### config.mk
export PLATFORM = sky130hd
export DESIGN_NAME = ps2_rx
export DESIGN_NICKNAME = d
export VERILOG_FILES = /design/src/rtl/ps2_pkg.sv /design/src/rtl/ps2_line_filter.sv /design/src/rtl/ps2_rx.sv
export SDC_FILE = /design/constraint.sdc
export NUM_CORES = 1
export LEC_CHECK = 0
export CAP_MARGIN = 15
export CORE_MARGIN = 2
export CORE_UTILIZATION = 60
export CTS_CLUSTER_DIAMETER = 80
export CTS_CLUSTER_SIZE = 25
export DETAILED_ROUTE_END_ITERATION = 12
export PLACE_DENSITY_LB_ADDON = 0.2
export RECOVER_POWER = 50
export SYNTH_ARGS = -nofsm -noshare
export SYNTH_HDL_FRONTEND = slang
export SYNTH_HIERARCHICAL = 1
export SYNTH_SLANG_ARGS = --single-unit
### constraint.sdc
create_clock -name clk -period 5.1 [get_ports clk]
set_input_delay 0.51 -clock clk [delete_from_list [all_inputs] [get_ports clk]]
set_output_delay 0.51 -clock clk [all_outputs]
set_load 0.02 [all_outputs]
### src/rtl/ps2_pkg.sv
// ps2_pkg: shared frame states, prefix byte constants and key event type for the PS/2 receive path
package ps2_pkg;
  typedef enum logic [1:0] {ST_IDLE, ST_DATA, ST_PARITY, ST_STOP} frame_state_t;
  localparam logic [7:0] PS2_PFX_EXT = 8'hE0;
  localparam logic [7:0] PS2_PFX_BREAK = 8'hF0;
  typedef struct packed {
    logic [7:0] code;
    logic brk;
    logic ext;
  } key_event_t;
endpackage

### src/rtl/ps2_line_filter.sv
// ps2_line_filter: synchronizes one raw PS/2 line and filters glitches shorter than FILTER_LEN samples
// Ports: clk/rst_n (async active-low), raw (asynchronous line), filt (filtered level, resets high), fall (1->0 strobe of filt)
module ps2_line_filter #(
  parameter int FILTER_LEN = 4
) (
  input  logic clk,
  input  logic rst_n,
  input  logic raw,
  output logic filt,
  output logic fall
);
  localparam int CW = $clog2(FILTER_LEN + 1);
  logic [1:0] sync;
  logic [CW-1:0] cnt;
  logic filt_d;
  // cnt counts consecutive synchronized samples that disagree with filt
  always_ff @(posedge clk or negedge rst_n)
    if (!rst_n) begin
      sync <= 2'b11;
      cnt <= '0;
      filt <= 1'b1;
      filt_d <= 1'b1;
    end else begin
      sync <= {sync[0], raw};
      filt_d <= filt;
      if (sync[1] == filt) cnt <= '0;
      else if (cnt == CW'(FILTER_LEN - 1)) begin
        filt <= sync[1];
        cnt <= '0;
      end else cnt <= cnt + CW'(1);
    end
  assign fall = filt_d & ~filt;
endmodule

### src/rtl/ps2_rx.sv
// ps2_rx: PS/2 keyboard receiver; frames bytes, folds E0/F0 prefixes into flags and hands events over valid/ready
// Ports: clk, rst_n (async active-low), ps2_clk/ps2_data (raw lines), key_code/key_break/key_ext/key_valid/key_ready
// (event handshake), frame_err (pulse on start/parity/stop error or timeout), overrun (pulse when an event is dropped)
module ps2_rx import ps2_pkg::*; #(
  parameter int FILTER_LEN = 4,
  parameter int TIMEOUT_CYCLES = 5000
) (
  input  logic       clk,
  input  logic       rst_n,
  input  logic       ps2_clk,
  input  logic       ps2_data,
  output logic [7:0] key_code,
  output logic       key_break,
  output logic       key_ext,
  output logic       key_valid,
  input  logic       key_ready,
  output logic       frame_err,
  output logic       overrun
);
  localparam int TW = $clog2(TIMEOUT_CYCLES + 1);
  logic clk_f, clk_fall, dat_f;
  frame_state_t state, state_n;
  logic [2:0] bit_cnt, bit_cnt_n;
  logic [7:0] shreg, shreg_n;
  logic par, par_n;
  logic [TW-1:0] tcnt, tcnt_n;
  logic pend_ext, pend_brk, err, byte_ok, is_ext, is_brk, new_ev, accept, load;
  key_event_t hold;
  ps2_line_filter #(.FILTER_LEN(FILTER_LEN)) u_clk (.clk(clk), .rst_n(rst_n), .raw(ps2_clk), .filt(clk_f), .fall(clk_fall));
  ps2_line_filter #(.FILTER_LEN(FILTER_LEN)) u_dat (.clk(clk), .rst_n(rst_n), .raw(ps2_data), .filt(dat_f), .fall());
  always_comb begin
    state_n = state;
    bit_cnt_n = bit_cnt;
    shreg_n = shreg;
    par_n = par;
    tcnt_n = (state == ST_IDLE || clk_fall) ? '0 : tcnt + TW'(1);
    err = 1'b0;
    byte_ok = 1'b0;
    if (clk_fall)
      unique case (state)
        ST_IDLE: begin
          state_n = dat_f ? ST_IDLE : ST_DATA;
          bit_cnt_n = '0;
          err = dat_f;
        end
        ST_DATA: begin
          shreg_n = {dat_f, shreg[7:1]};
          bit_cnt_n = bit_cnt + 3'd1;
          state_n = (bit_cnt == 3'd7) ? ST_PARITY : ST_DATA;
        end
        ST_PARITY: begin
          par_n = dat_f;
          state_n = ST_STOP;
        end
        ST_STOP: begin
          byte_ok = dat_f & (^{shreg, par});
          err = ~byte_ok;
          state_n = ST_IDLE;
        end
      endcase
    else if (state != ST_IDLE && tcnt == TW'(TIMEOUT_CYCLES)) begin
      err = 1'b1;
      state_n = ST_IDLE;
      tcnt_n = '0;
    end
  end
  assign is_ext = byte_ok && shreg == PS2_PFX_EXT;
  assign is_brk = byte_ok && shreg == PS2_PFX_BREAK;
  assign new_ev = byte_ok & ~is_ext & ~is_brk;
  assign accept = key_valid & key_ready;
  assign load = new_ev & (~key_valid | accept);
  always_ff @(posedge clk or negedge rst_n)
    if (!rst_n) begin
      state <= ST_IDLE;
      bit_cnt <= '0;
      shreg <= '0;
      par <= 1'b0;
      tcnt <= '0;
      pend_ext <= 1'b0;
      pend_brk <= 1'b0;
      hold <= '0;
      key_valid <= 1'b0;
      frame_err <= 1'b0;
      overrun <= 1'b0;
    end else begin
      state <= state_n;
      bit_cnt <= bit_cnt_n;
      shreg <= shreg_n;
      par <= par_n;
      tcnt <= tcnt_n;
      pend_ext <= (err | new_ev) ? 1'b0 : (is_ext | pend_ext);
      pend_brk <= (err | new_ev) ? 1'b0 : (is_brk | pend_brk);
      if (load) hold <= '{code: shreg, brk: pend_brk, ext: pend_ext};
      key_valid <= load | (key_valid & ~accept);
      frame_err <= err;
      overrun <= new_ev & ~load;
    end
  assign key_code = hold.code;
  assign key_break = hold.brk;
  assign key_ext = hold.ext;
endmodule

# ---- Word level (Yosys, flattened, before mapping)
# Index checks and enable logic that the tools add are counted.
dict set report totals {
  register_bits 55
  latch_bits 0
  ram_bits 0
  romBits 0
  out_inout_bits 13
  word_cells 91
  n_memories 0
}
dict set report op_classes {
  addsub 4
  mul 0
  div_mod_pow 0
  n_lt_le_gt_ge 0
  n_eq_ne 11
  n_shift 0
  n_mux 20
  bitwise 22
  reduce_logical 14
}
# cell count
set op_table {}
lappend op_table {{$mux W13} 3}
lappend op_table {{$eq A8 B8 Y1 const B} 2}
lappend op_table {{$add A13 B1 Y13 const B} 1}
lappend op_table {{$eq A13 B13 Y1 const B} 1}
lappend op_table {{$mux W3} 4}
lappend op_table {{$reduce_and A2 Y1} 5}
lappend op_table {{$add A3 B1 Y3 const B} 3}
lappend op_table {{$not A1 Y1} 9}
lappend op_table {{$reduce_xor A9 Y1} 1}
lappend op_table {{$and A1 B1 Y1} 8}
lappend op_table {{$pmux W2 S4} 1}
lappend op_table {{$mux W1} 7}
lappend op_table {{$eq A3 B2 Y1 const B} 2}
lappend op_table {{$mux W2} 3}
lappend op_table {{$pmux W3 S2} 1}
lappend op_table {{$reduce_bool A2 Y1} 3}
lappend op_table {{$or A1 B1 Y1} 5}
lappend op_table {{$eq A2 B2 Y1 const B} 2}
lappend op_table {{$eq A3 B3 Y1 const B} 1}
lappend op_table {{$logic_and A1 B1 Y1} 3}
lappend op_table {{$eq A1 B1 Y1} 2}
lappend op_table {{$eq A2 B1 Y1 const B} 1}
lappend op_table {{$logic_not A2 Y1} 1}
lappend op_table {{$pmux W1 S2} 1}
lappend op_table {{$logic_or A1 B1 Y1} 1}

# ---- Logic depth before layout (Yosys ltp)
# Gate-level depths: netlist (run 1).
dict set report logic_depth {
  ltp_word 11
  depth_mapped 7
}

# ---- Modules after synthesis
# The synthesis (run 1) kept the hierarchy.
# mod n_inst cells_each area_each_um2 seq_area_each_um2
set by_module_without_submodules {}
lappend by_module_without_submodules {ps2_rx 1 172 2059.5 1051.0}
lappend by_module_without_submodules {ps2_line_filter 2 15 265.3 180.2}

# ---- Least setup slack after synthesis (run 1)
# Ideal clock, no wire load.
dict set report synth_path {
  path_type {register -> register}
  from {register shreg[0]}
  to {register hold (netlist bit key_break)}
  setup_ns 0.125
  t_arrival_ns 1.829
  t_required_ns 4.975
  path_slack_ns 3.145
  path_stages_with_launch 7
  path_buffers 1
  period_less_slack_ns 1.955
  cell_sequence {dfrtp_1 -> xor3_1 -> a211oi_1 -> mux2i_2 -> nor2b_1 -> buf_6 -> mux2_4}
}
dict set report synth_via {
  elab_chain_len 9
  word_cells_on_any_way 13
  cone_classes {2 x eq/ne; 2 x mux; 6 x bitwise; 3 x reduce/logical}
}
# element line
set synth_rtl {}
lappend synth_rtl {{from (decl)} ps2_rx.sv:24} ;# logic [7:0] shreg, shreg_n;
lappend synth_rtl {{from (signal assigned)} ps2_rx.sv:88} ;# shreg <= shreg_n;
lappend synth_rtl {{$reduce_xor A9 Y1} ps2_rx.sv:56} ;# byte_ok = dat_f & (^{shreg, par});
lappend synth_rtl {{$and A1 B1 Y1} ps2_rx.sv:56}
lappend synth_rtl {{$mux W1} ps2_rx.sv:40} ;# unique case (state)
lappend synth_rtl {{$mux W1} ps2_rx.sv:39} ;# if (clk_fall)
lappend synth_rtl {{$logic_and A1 B1 Y1} ps2_rx.sv:67} ;# assign is_ext = byte_ok && shreg == PS2_PFX_EXT;
lappend synth_rtl {{$not A1 Y1} ps2_rx.sv:69} ;# assign new_ev = byte_ok & ~is_ext & ~is_brk;
lappend synth_rtl {{$and A1 B1 Y1} ps2_rx.sv:69}
lappend synth_rtl {{$and A1 B1 Y1 *} ps2_rx.sv:69}
lappend synth_rtl {{$and A1 B1 Y1 *} ps2_rx.sv:71} ;# assign load = new_ev & (~key_valid | accept);
lappend synth_rtl {{to (signal assigned)} ps2_rx.sv:93} ;# if (load) hold <= '{code: shreg, brk: pend_brk, ext: pend_ext};
lappend synth_rtl {{to (decl)} ps2_rx.sv:28} ;# key_event_t hold;
# Mark *: on every way between the ends. The rest lies on a longest branch, timed or not.
# A chain may end at the register's enable or synchronous reset.

==> results of run 1 <==
metal layers:
| layer | track usage | vias up | part of all wire |
|---|---|---|---|
| li1 | - | 733 | - |
| met1 | 0.221 | 763 | 0.43 |
| met2 | 0.341 | 38 | 0.52 |
| met3 | 0.0552 | 5 | 0.037 |
| met4 | 0.0850 | 0 | 0.015 |
| met5 | 0 | - | 0 |
layout make-up:
cell class | instances | area (sq um)
fill | 272 | 1180
clock inverter | 1 | 30.0
timing repair buffer | 19 | 176
tap | 50 | 62.6
clock buffer | 7 | 76.3
sequential | 55 | 1390
multi-input combinational | 137 | 1130
inverter | 5 | 18.8
placed cells by master (no fill, tap or decap), types with 2 or more instances in the layout:
master and instances:
sky130_fd_sc_hd__nand3_1 7, sky130_fd_sc_hd__xnor2_1 9, sky130_fd_sc_hd__nor3_1 6, sky130_fd_sc_hd__mux2_2 9, sky130_fd_sc_hd__xor2_1 8, sky130_fd_sc_hd__ha_1 11
sky130_fd_sc_hd__nor2b_1 3, sky130_fd_sc_hd__o21ai_0 6, sky130_fd_sc_hd__clkbuf_1 3, sky130_fd_sc_hd__nand2b_1 2, sky130_fd_sc_hd__dfstp_2 6, sky130_fd_sc_hd__nand2_1 16
sky130_fd_sc_hd__inv_1 5, sky130_fd_sc_hd__a32o_1 2, sky130_fd_sc_hd__and3_1 4, sky130_fd_sc_hd__clkdlybuf4s50_1 14, sky130_fd_sc_hd__mux2_1 2, sky130_fd_sc_hd__nor2_1 17
sky130_fd_sc_hd__clkbuf_8 5, sky130_fd_sc_hd__nor2b_4 2, sky130_fd_sc_hd__mux2_4 10, sky130_fd_sc_hd__a211oi_1 2, sky130_fd_sc_hd__nor3b_2 4, sky130_fd_sc_hd__dfrtp_1 48
sky130_fd_sc_hd__a21oi_1 2, sky130_fd_sc_hd__dlygate4sd3_1 2
flip-flops by register name, indices dropped and copies added (netlist names), 2 cells and up:
| signal | cells |
|---|---|
| bit_cnt | 3 |
| key_code | 8 |
| shreg | 8 |
| state | 2 |
| tcnt | 13 |
| u_clk/cnt | 3 |
| u_clk/sync | 2 |
| u_dat/cnt | 3 |
| u_dat/sync | 2 |
power groups by stage:
stage	combinational (mW)	clock, mW	sequential (mW)
4_1_cts	0.381	0.286	0.591
2_1_floorplan	0.312	0	0.578
3_3_place_gp	0.359	0	0.594
6_report	0.379	0.277	0.590
3_5_place_dp	0.378	0	0.600
5_1_grt	0.418	0.306	0.601
per-stage QoR:
stage | hold WS (ns) | worst slack [ns]
after floorplan | 0.214 | 3.15
after global placement | 0.347 | 2.45
after detailed placement | 0.349 | 2.34
after CTS | 0.334 | 2.33
after global routing | 0.370 | 1.67
final | 0.360 | 2.31
path summary, 6_finish.rpt:
kind | endpoint | slack, ns | cells past startpoint
max | u_clk/cnt[1] | 2.31 | 2
min | u_clk/sync[1] | 0.36 | 0
max reg2reg | key_code[4] | 2.69 | 6
min reg2reg | u_clk/sync[1] | 0.36 | 0
max in group clk | key_code[4] | 2.69 | 6
min in group asynchronous | key_code[5] | 1.19 | 2
==> run summary, run 1 <==
Clocking
- total CTS buffers: 5
- clock tree sinks: 55
- post-cts repair resize count: 0
- worst skew pair latency: 0.31 ns
- CTS tree: built
- cell at the root of the clock tree: sky130_fd_sc_hd__clkbuf_8
- total setup buffers inserted after CTS: 0
- Clock Pin Slew Worst Setup and Hold Paths: 0.08 ns
- H-Tree Level Count: 2
- Bufs on Longest Clock Path: 2
- number of buffers added to fix hold violations after cts: 0

Run status
- run status: complete, but fails checks
- failing checks: max-capacitance violations, max-slew violations

Synthesis
- post-synthesis average cell area: 12.8 sq um
- Net Count, Synth: 216
- mapped cell area: 2550 sq um
- Syn Inst Count: 200
- number of warnings printed during yosys synthesis: 6

Route
- detailed-router iteration count before antenna repair: 6
- detailed-route wire length: 4200 um
- number of antenna-violating nets in the routed design: 0
- detailed-route via count: 1,539
- post-detailed-route DRC marker count: 0
- number of design-rule violations left by the first detailed-router iteration: 100
- wire per inst: 15.3 um
- via/cell ratio: 5.62

Power
- internal power: 852 uW
- Net Sw Frac: 0.316
- power per cell area: 433 nW/um^2
- proportion of power drawn by combinational gates: 0.304
- switching power total: 395 uW
- register share of total power: 0.473
- total power draw: 1.25 mW
- maximum VDD drop: 162 uV
- Clock power frac: 0.223
- Static Leakage: 1.33 nW

STA
- max frequency: 0.359 GHz
- remaining max-slew budget at the tightest pin: -0.883
- final number of setup-violating endpoints: 0
- unrepaired setup endpoints after global routing: false
- Post-Route Setup TNS: 0 ns
- slew at the pin with the worst max-slew slack: 2.82 ns
- Clock Skews: 0.00788 ns
- share of the clock period used by the worst path after layout: 0.547
- Final Max Tran Viols: 56
- Fin. Hold Viols: 0
- final critical-path required period: 2.79 ns

Die
- area of the die: 4800 sq um
- width of the die: 69.3 um
- site row count: 23
- number of ports placed on the die boundary: 18
- starting density of the core: 0.630
- Vert. Die Dim: 69.3 um
- placeable core area: 4060 sq um

Critical path
- buffering stage count on the worst path with inverters included: 2
- element type at the critical path start: input pin
- kind of critical path: in2async
- CP Data Required Time: 4.91 ns
- worst setup path startpoint: rst_n
- kind of capture point of the worst setup path: asynchronous set/reset pin
- largest delay contributor family on the critical path: buffers and inverters
- longest individual stage delay on the worst path: 1.99 ns
- arrival time reported for the critical path endpoint: 2.60 ns
- cell breakdown of the critical path: buf_2, clkbuf_1
- slowest stage cell on the critical path: sky130_fd_sc_hd__clkbuf_1
- maximum fanout count along the critical path: 55
- reg2reg start: shreg[0]

Global routing
- number of antenna violations at the first check in global routing: 0
- vias in the first global route: 1,660
- GRT Overall Usage: 0.195
- maximum number of pins on one net before global-route repair: 56
- first-pass GRT wire length: 7370 um
- GRT Residual Overflow: 0

Place
- HPWL after detailed placement: 2920 um
- port bufs: 17
- Final GP Congestion: 0.831
- number of placed cells counting well taps: 265
- dpl cell area: 2770 sq um

Worst hold path
- launch instance of the worst min-delay path: u_clk/sync[0]
- type of the most critical hold path: reg2reg

Layout
- post-route cell area: 2880 sq um
- Total Nets Final: 239
- count of antenna diodes in the layout: 0
- ratio of cells with drive above 1 in the final layout: 0.192
- utilization of the core after routing: 0.710
- Area growth syn-to-layout: 12.8%
- count of placed standard cells in the final layout, fillers left out: 274

Job
- number of max-capacitance violations reported: 1

Note: power is estimated with default switching activity, not from simulation.
==> run 2, diff against run 1 <==
CORE_UTILIZATION = 58   (was 60)
clock period = 2.58 ns   (was 5.1 ns; I/O delays follow)
==> run summary, run 2 (synthesized netlist as in run 1, its figures left out) <==
Run status
- run status: complete, no violations

Worst hold path
- type of the most critical hold path: in2async

Route
- number of antenna-violating nets in the routed design: 0
- detailed-route wire length: 4180 um
- detailed-router iteration count before antenna repair: 4
- post-detailed-route DRC marker count: 0
- detailed-route via count: 1,506
- via/cell ratio: 5.46
- wire per inst: 15.2 um
- number of design-rule violations left by the first detailed-router iteration: 108

Layout
- count of filler cells inserted in the layout: 318
- number of flip-flops in the largest register: 13
- footprint of the multi-input gates: 1130 sq um
- ratio of cells with drive above 1 in the final layout: 0.201
- utilization of the core after routing: 0.668
- combined flip-flop and latch cell area: 1390 sq um
- count of antenna diodes in the layout: 0
- most common cell after layout, fill and taps aside: sky130_fd_sc_hd__dfrtp_1
- most used cells in the layout excluding fill and tap cells: sky130_fd_sc_hd__dfrtp_1, sky130_fd_sc_hd__nor2_1, sky130_fd_sc_hd__nand2_1
- Area growth syn-to-layout: 12.2%
- register with the most flip-flops: tcnt
- Total Nets Final: 239

STA
- remaining max-slew budget at the tightest pin: 0.120
- final number of setup-violating endpoints: 0
- slack of the critical path: 0.435 ns
- Fin. Hold Viols: 0
- final critical-path required period: 2.15 ns
- Clock Skews: 0.00878 ns
- share of the clock period used by the worst path after layout: 0.831
- Hold WS: 0.311 ns
- unrepaired setup endpoints after global routing: false
- max frequency: 0.466 GHz
- Final Max Tran Viols: 0
- Post-Route Setup TNS: 0 ns
- slew at the pin with the worst max-slew slack: 1.32 ns

Critical path
- cell breakdown of the critical path: and2b_2, nand3_1, a211oi_1, mux2i_2, nor2b_1, buf_4, mux2_4
- kind of critical path: reg2reg
- kind of capture point of the worst setup path: flip-flop
- maximum fanout count along the critical path: 11
- slowest stage cell on the critical path: sky130_fd_sc_hd__dfstp_2
- worst r2r dst: key_break
- number of cells on the worst reg-to-reg path: 7
- longest individual stage delay on the worst path: 0.52 ns
- reg2reg start: u_clk/filt_d
- largest delay contributor family on the critical path: simple AND/OR/NAND/NOR gates
- buffering stage count on the worst path with inverters included: 1
- CP Data Required Time: 2.78 ns
- setup slack on the worst flop-to-flop path: 0.43 ns
- arrival time reported for the critical path endpoint: 2.35 ns
- element type at the critical path start: flip-flop

Clocking
- H-Tree Level Count: 2
- total setup buffers inserted after CTS: 0
- Clock Pin Slew Worst Setup and Hold Paths: 0.10 ns
- Bufs on Longest Clock Path: 2
- number of buffers added to fix hold violations after cts: 0
- clock tree sinks: 55
- post-cts repair resize count: 0
- cell at the root of the clock tree: sky130_fd_sc_hd__clkbuf_8
- total CTS buffers: 5
- worst skew pair latency: 0.31 ns
- CTS tree: built

Global routing
- vias in the first global route: 1,544
- GRT Overall Usage: 0.190
- maximum number of pins on one net before global-route repair: 56
- number of antenna violations at the first check in global routing: 0
- GRT Residual Overflow: 0
- first-pass GRT wire length: 7250 um

Place
- port bufs: 17
- HPWL after detailed placement: 3020 um
- Final GP Congestion: 0.789
- Post-Place Worst Slack: 0.427 ns

Die
- width of the die: 70.4 um
- number of ports placed on the die boundary: 18
- site row count: 24
- placeable core area: 4290 sq um
- starting density of the core: 0.595
- Vert. Die Dim: 70.4 um
- area of the die: 4950 sq um

Power
- power per cell area: 828 nW/um^2
- total power draw: 2.38 mW
- Static Leakage: 1.32 nW
- maximum VDD drop: 351 uV

Job
- number of max-capacitance violations reported: 0

[run 2: worst reg2reg max path, cell delays in order, from the launching register on]
cell and delay [ns]:
sky130_fd_sc_hd__dfstp_2 0.52, sky130_fd_sc_hd__and2b_2 0.25, sky130_fd_sc_hd__nand3_1 0.17, sky130_fd_sc_hd__a211oi_1 0.26, sky130_fd_sc_hd__mux2i_2 0.16, sky130_fd_sc_hd__nor2b_1 0.14
sky130_fd_sc_hd__buf_4 0.23, sky130_fd_sc_hd__mux2_4 0.32
[run 2: worst max path at each step]
stage	depth (start not counted)	slack [ns]	from	end
after floorplan	6	0.63	shreg[0]	key_break
after global placement	6	0.51	shreg[0]	key_ext
after detailed placement	7	0.43	u_clk/filt_d	key_code[4]
after CTS	7	0.43	u_clk/filt_d	key_code[5]
after global routing	7	0.27	u_clk/filt_d	key_code[3]
final	7	0.43	u_clk/filt_d	key_break
[run 2: final cells by class]
type	instances	share of cell area
clock buffer	5	0.0240
inverter	5	0.00654
clock inverter	3	0.00873
tap	52	0.0227
timing repair buffer	19	0.0620
sequential	55	0.483
multi-input combinational	137	0.393
[run 2: through the flow]
step                area [sq um]  cells
CTS                         2880    276
global placement            2780    268
global route                2870    276
finish                      2870    276
floorplan                   2550    200
detailed placement          2780    268
[run 2: where the power goes]
group	internal (mW)	switching [mW]	leakage [nW]
logic	0.376	0.361	0.548
registers	1.02	0.145	0.729
clock network	0.194	0.282	0.0443
[run 2: layer usage]
metal	vias to the layer above	part of all wire	global-route usage
met1	750	0.44	0.242
met5	-	0	0
li1	729	-	-
met3	6	0.030	0.0519
met2	21	0.51	0.306
met4	0	0.019	0.0791
==> run 3, diff against run 2 <==
clock period = 2.1 ns   (was 2.58 ns; I/O delays follow)
==> run summary, run 3 (synthesized netlist as in run 1, its figures left out) <==
Layout
- number of flip-flops in the largest register: 13
- count of antenna diodes in the layout: 0
- count of filler cells inserted in the layout: 299
- Total Nets Final: 254
- most common cell after layout, fill and taps aside: sky130_fd_sc_hd__dfrtp_1
- utilization of the core after routing: 0.714
- register with the most flip-flops: tcnt
- ratio of cells with drive above 1 in the final layout: 0.264
- most used cells in the layout excluding fill and tap cells: sky130_fd_sc_hd__dfrtp_1, sky130_fd_sc_hd__nor2_1, sky130_fd_sc_hd__nand2_1
- Area growth syn-to-layout: 20.0%

STA
- slack of the critical path: 0.0497 ns
- share of the clock period used by the worst path after layout: 0.976
- unrepaired setup endpoints after global routing: true
- slew at the pin with the worst max-slew slack: 1.37 ns
- final number of setup-violating endpoints: 0
- max frequency: 0.488 GHz
- Post-Route Setup TNS: 0 ns
- Final Max Tran Viols: 0
- Fin. Hold Viols: 0
- final critical-path required period: 2.05 ns
- remaining max-slew budget at the tightest pin: 0.0847
- Clock Skews: 0.00427 ns

Place
- HPWL after detailed placement: 3280 um
- Final GP Congestion: 0.807
- Post-Place Worst Slack: 0.0307 ns
- port bufs: 17

Clocking
- Clock Pin Slew Worst Setup and Hold Paths: 0.09 ns
- cell at the root of the clock tree: sky130_fd_sc_hd__clkbuf_8
- worst skew pair latency: 0.31 ns
- Bufs on Longest Clock Path: 2
- total CTS buffers: 5
- CTS tree: built
- H-Tree Level Count: 2
- clock tree sinks: 55

Route
- detailed-router iteration count before antenna repair: 4
- number of design-rule violations left by the first detailed-router iteration: 49
- wire per inst: 15.7 um
- detailed-route wire length: 4560 um
- post-detailed-route DRC marker count: 0
- number of antenna-violating nets in the routed design: 0
- detailed-route via count: 1,587
- via/cell ratio: 5.45

Critical path
- maximum fanout count along the critical path: 6
- worst setup path startpoint: shreg[3]
- reg2reg start: shreg[3]
- element type at the critical path start: flip-flop
- kind of capture point of the worst setup path: flip-flop
- kind of critical path: reg2reg
- CP Data Required Time: 2.30 ns
- arrival time reported for the critical path endpoint: 2.25 ns

Worst hold path
- launch instance of the worst min-delay path: u_clk/sync[0]
- type of the most critical hold path: reg2reg

Die
- placeable core area: 4290 sq um
- area of the die: 4950 sq um
- Vert. Die Dim: 70.4 um
- site row count: 24
- width of the die: 70.4 um
- starting density of the core: 0.595
- number of ports placed on the die boundary: 18

Power
- total power draw: 3.54 mW
- Static Leakage: 1.42 nW
- power per cell area: 1160 nW/um^2
- maximum VDD drop: 582 uV

Global routing
- vias in the first global route: 1,681
- GRT Overall Usage: 0.201
- GRT Residual Overflow: 0
- maximum number of pins on one net before global-route repair: 32
- number of antenna violations at the first check in global routing: 0
- first-pass GRT wire length: 7750 um

Run status
- run status: complete, no violations

Job
- number of max-capacitance violations reported: 0

## run 3: repair_timing
| item | in CTS | in global routing |
|---|---|---|
| hold buffers | 1 | 0 |
| setup endpoints to repair | 0 | 10 |
| buffers inserted | 0 | 7 |
| gates resized for setup | 0 | 7 |
| hold endpoints to repair | 24 | 0 |
## run 3: layout make-up
class / count / area [sq um] / area share
clock inverters: 2 / 60.1 / 0.0196
clock buffers: 6 / 72.6 / 0.0237
repair buffers: 34 / 303 / 0.0988
inverters: 5 / 18.8 / 0.00612
multi-input cells: 137 / 1160 / 0.378
flip-flops and latches: 55 / 1390 / 0.453
well taps: 52 / 65.1 / 0.0212
## run 3: worst max-delay path, cell delays in order, from the launching register on
cell                      delay [ns]
sky130_fd_sc_hd__dfrtp_2        0.45
sky130_fd_sc_hd__xnor2_2        0.16
sky130_fd_sc_hd__xnor3_2        0.46
sky130_fd_sc_hd__mux2i_2        0.19
sky130_fd_sc_hd__nor2b_1        0.16
sky130_fd_sc_hd__buf_4          0.20
sky130_fd_sc_hd__mux2_4         0.31
## run 3: final timing paths
| kind | end | slack, ns | cells after the start |
|---|---|---|---|
| max | key_code[4] | 0.05 | 6 |
| min | u_clk/sync[1] | 0.36 | 0 |
| max reg2reg | key_code[4] | 0.05 | 6 |
| min reg2reg | u_clk/sync[1] | 0.36 | 0 |
| max in group asynchronous | shreg[3] | 0.47 | 2 |
| min in group asynchronous | key_code[5] | 0.73 | 2 |
## run 3: layer usage
layer | track usage | share of wire | vias to the layer above
li1 | - | - | 763
met1 | 0.236 | 0.39 | 778
met2 | 0.360 | 0.55 | 33
met3 | 0.0447 | 0.034 | 13
met4 | 0.0705 | 0.027 | 0
met5 | 0 | 0 | -
## run 3: where the power goes
part           internal [mW]  leakage [nW]  switching (mW)
registers               1.25         0.724           0.171
clock network          0.476        0.0654           0.327
logic                  0.722         0.632           0.596
total                   2.45          1.42            1.09
## run 3: metrics by stage
stage          hold WS, ns  cell area, sq um  std cells
5_1_grt              0.368              3070        291
6_report             0.361              3070        291
4_1_cts              0.296              2990        284
3_5_place_dp         0.243              2850        275
3_3_place_gp         0.223              2850        275
2_1_floorplan      -0.0856              2550        200
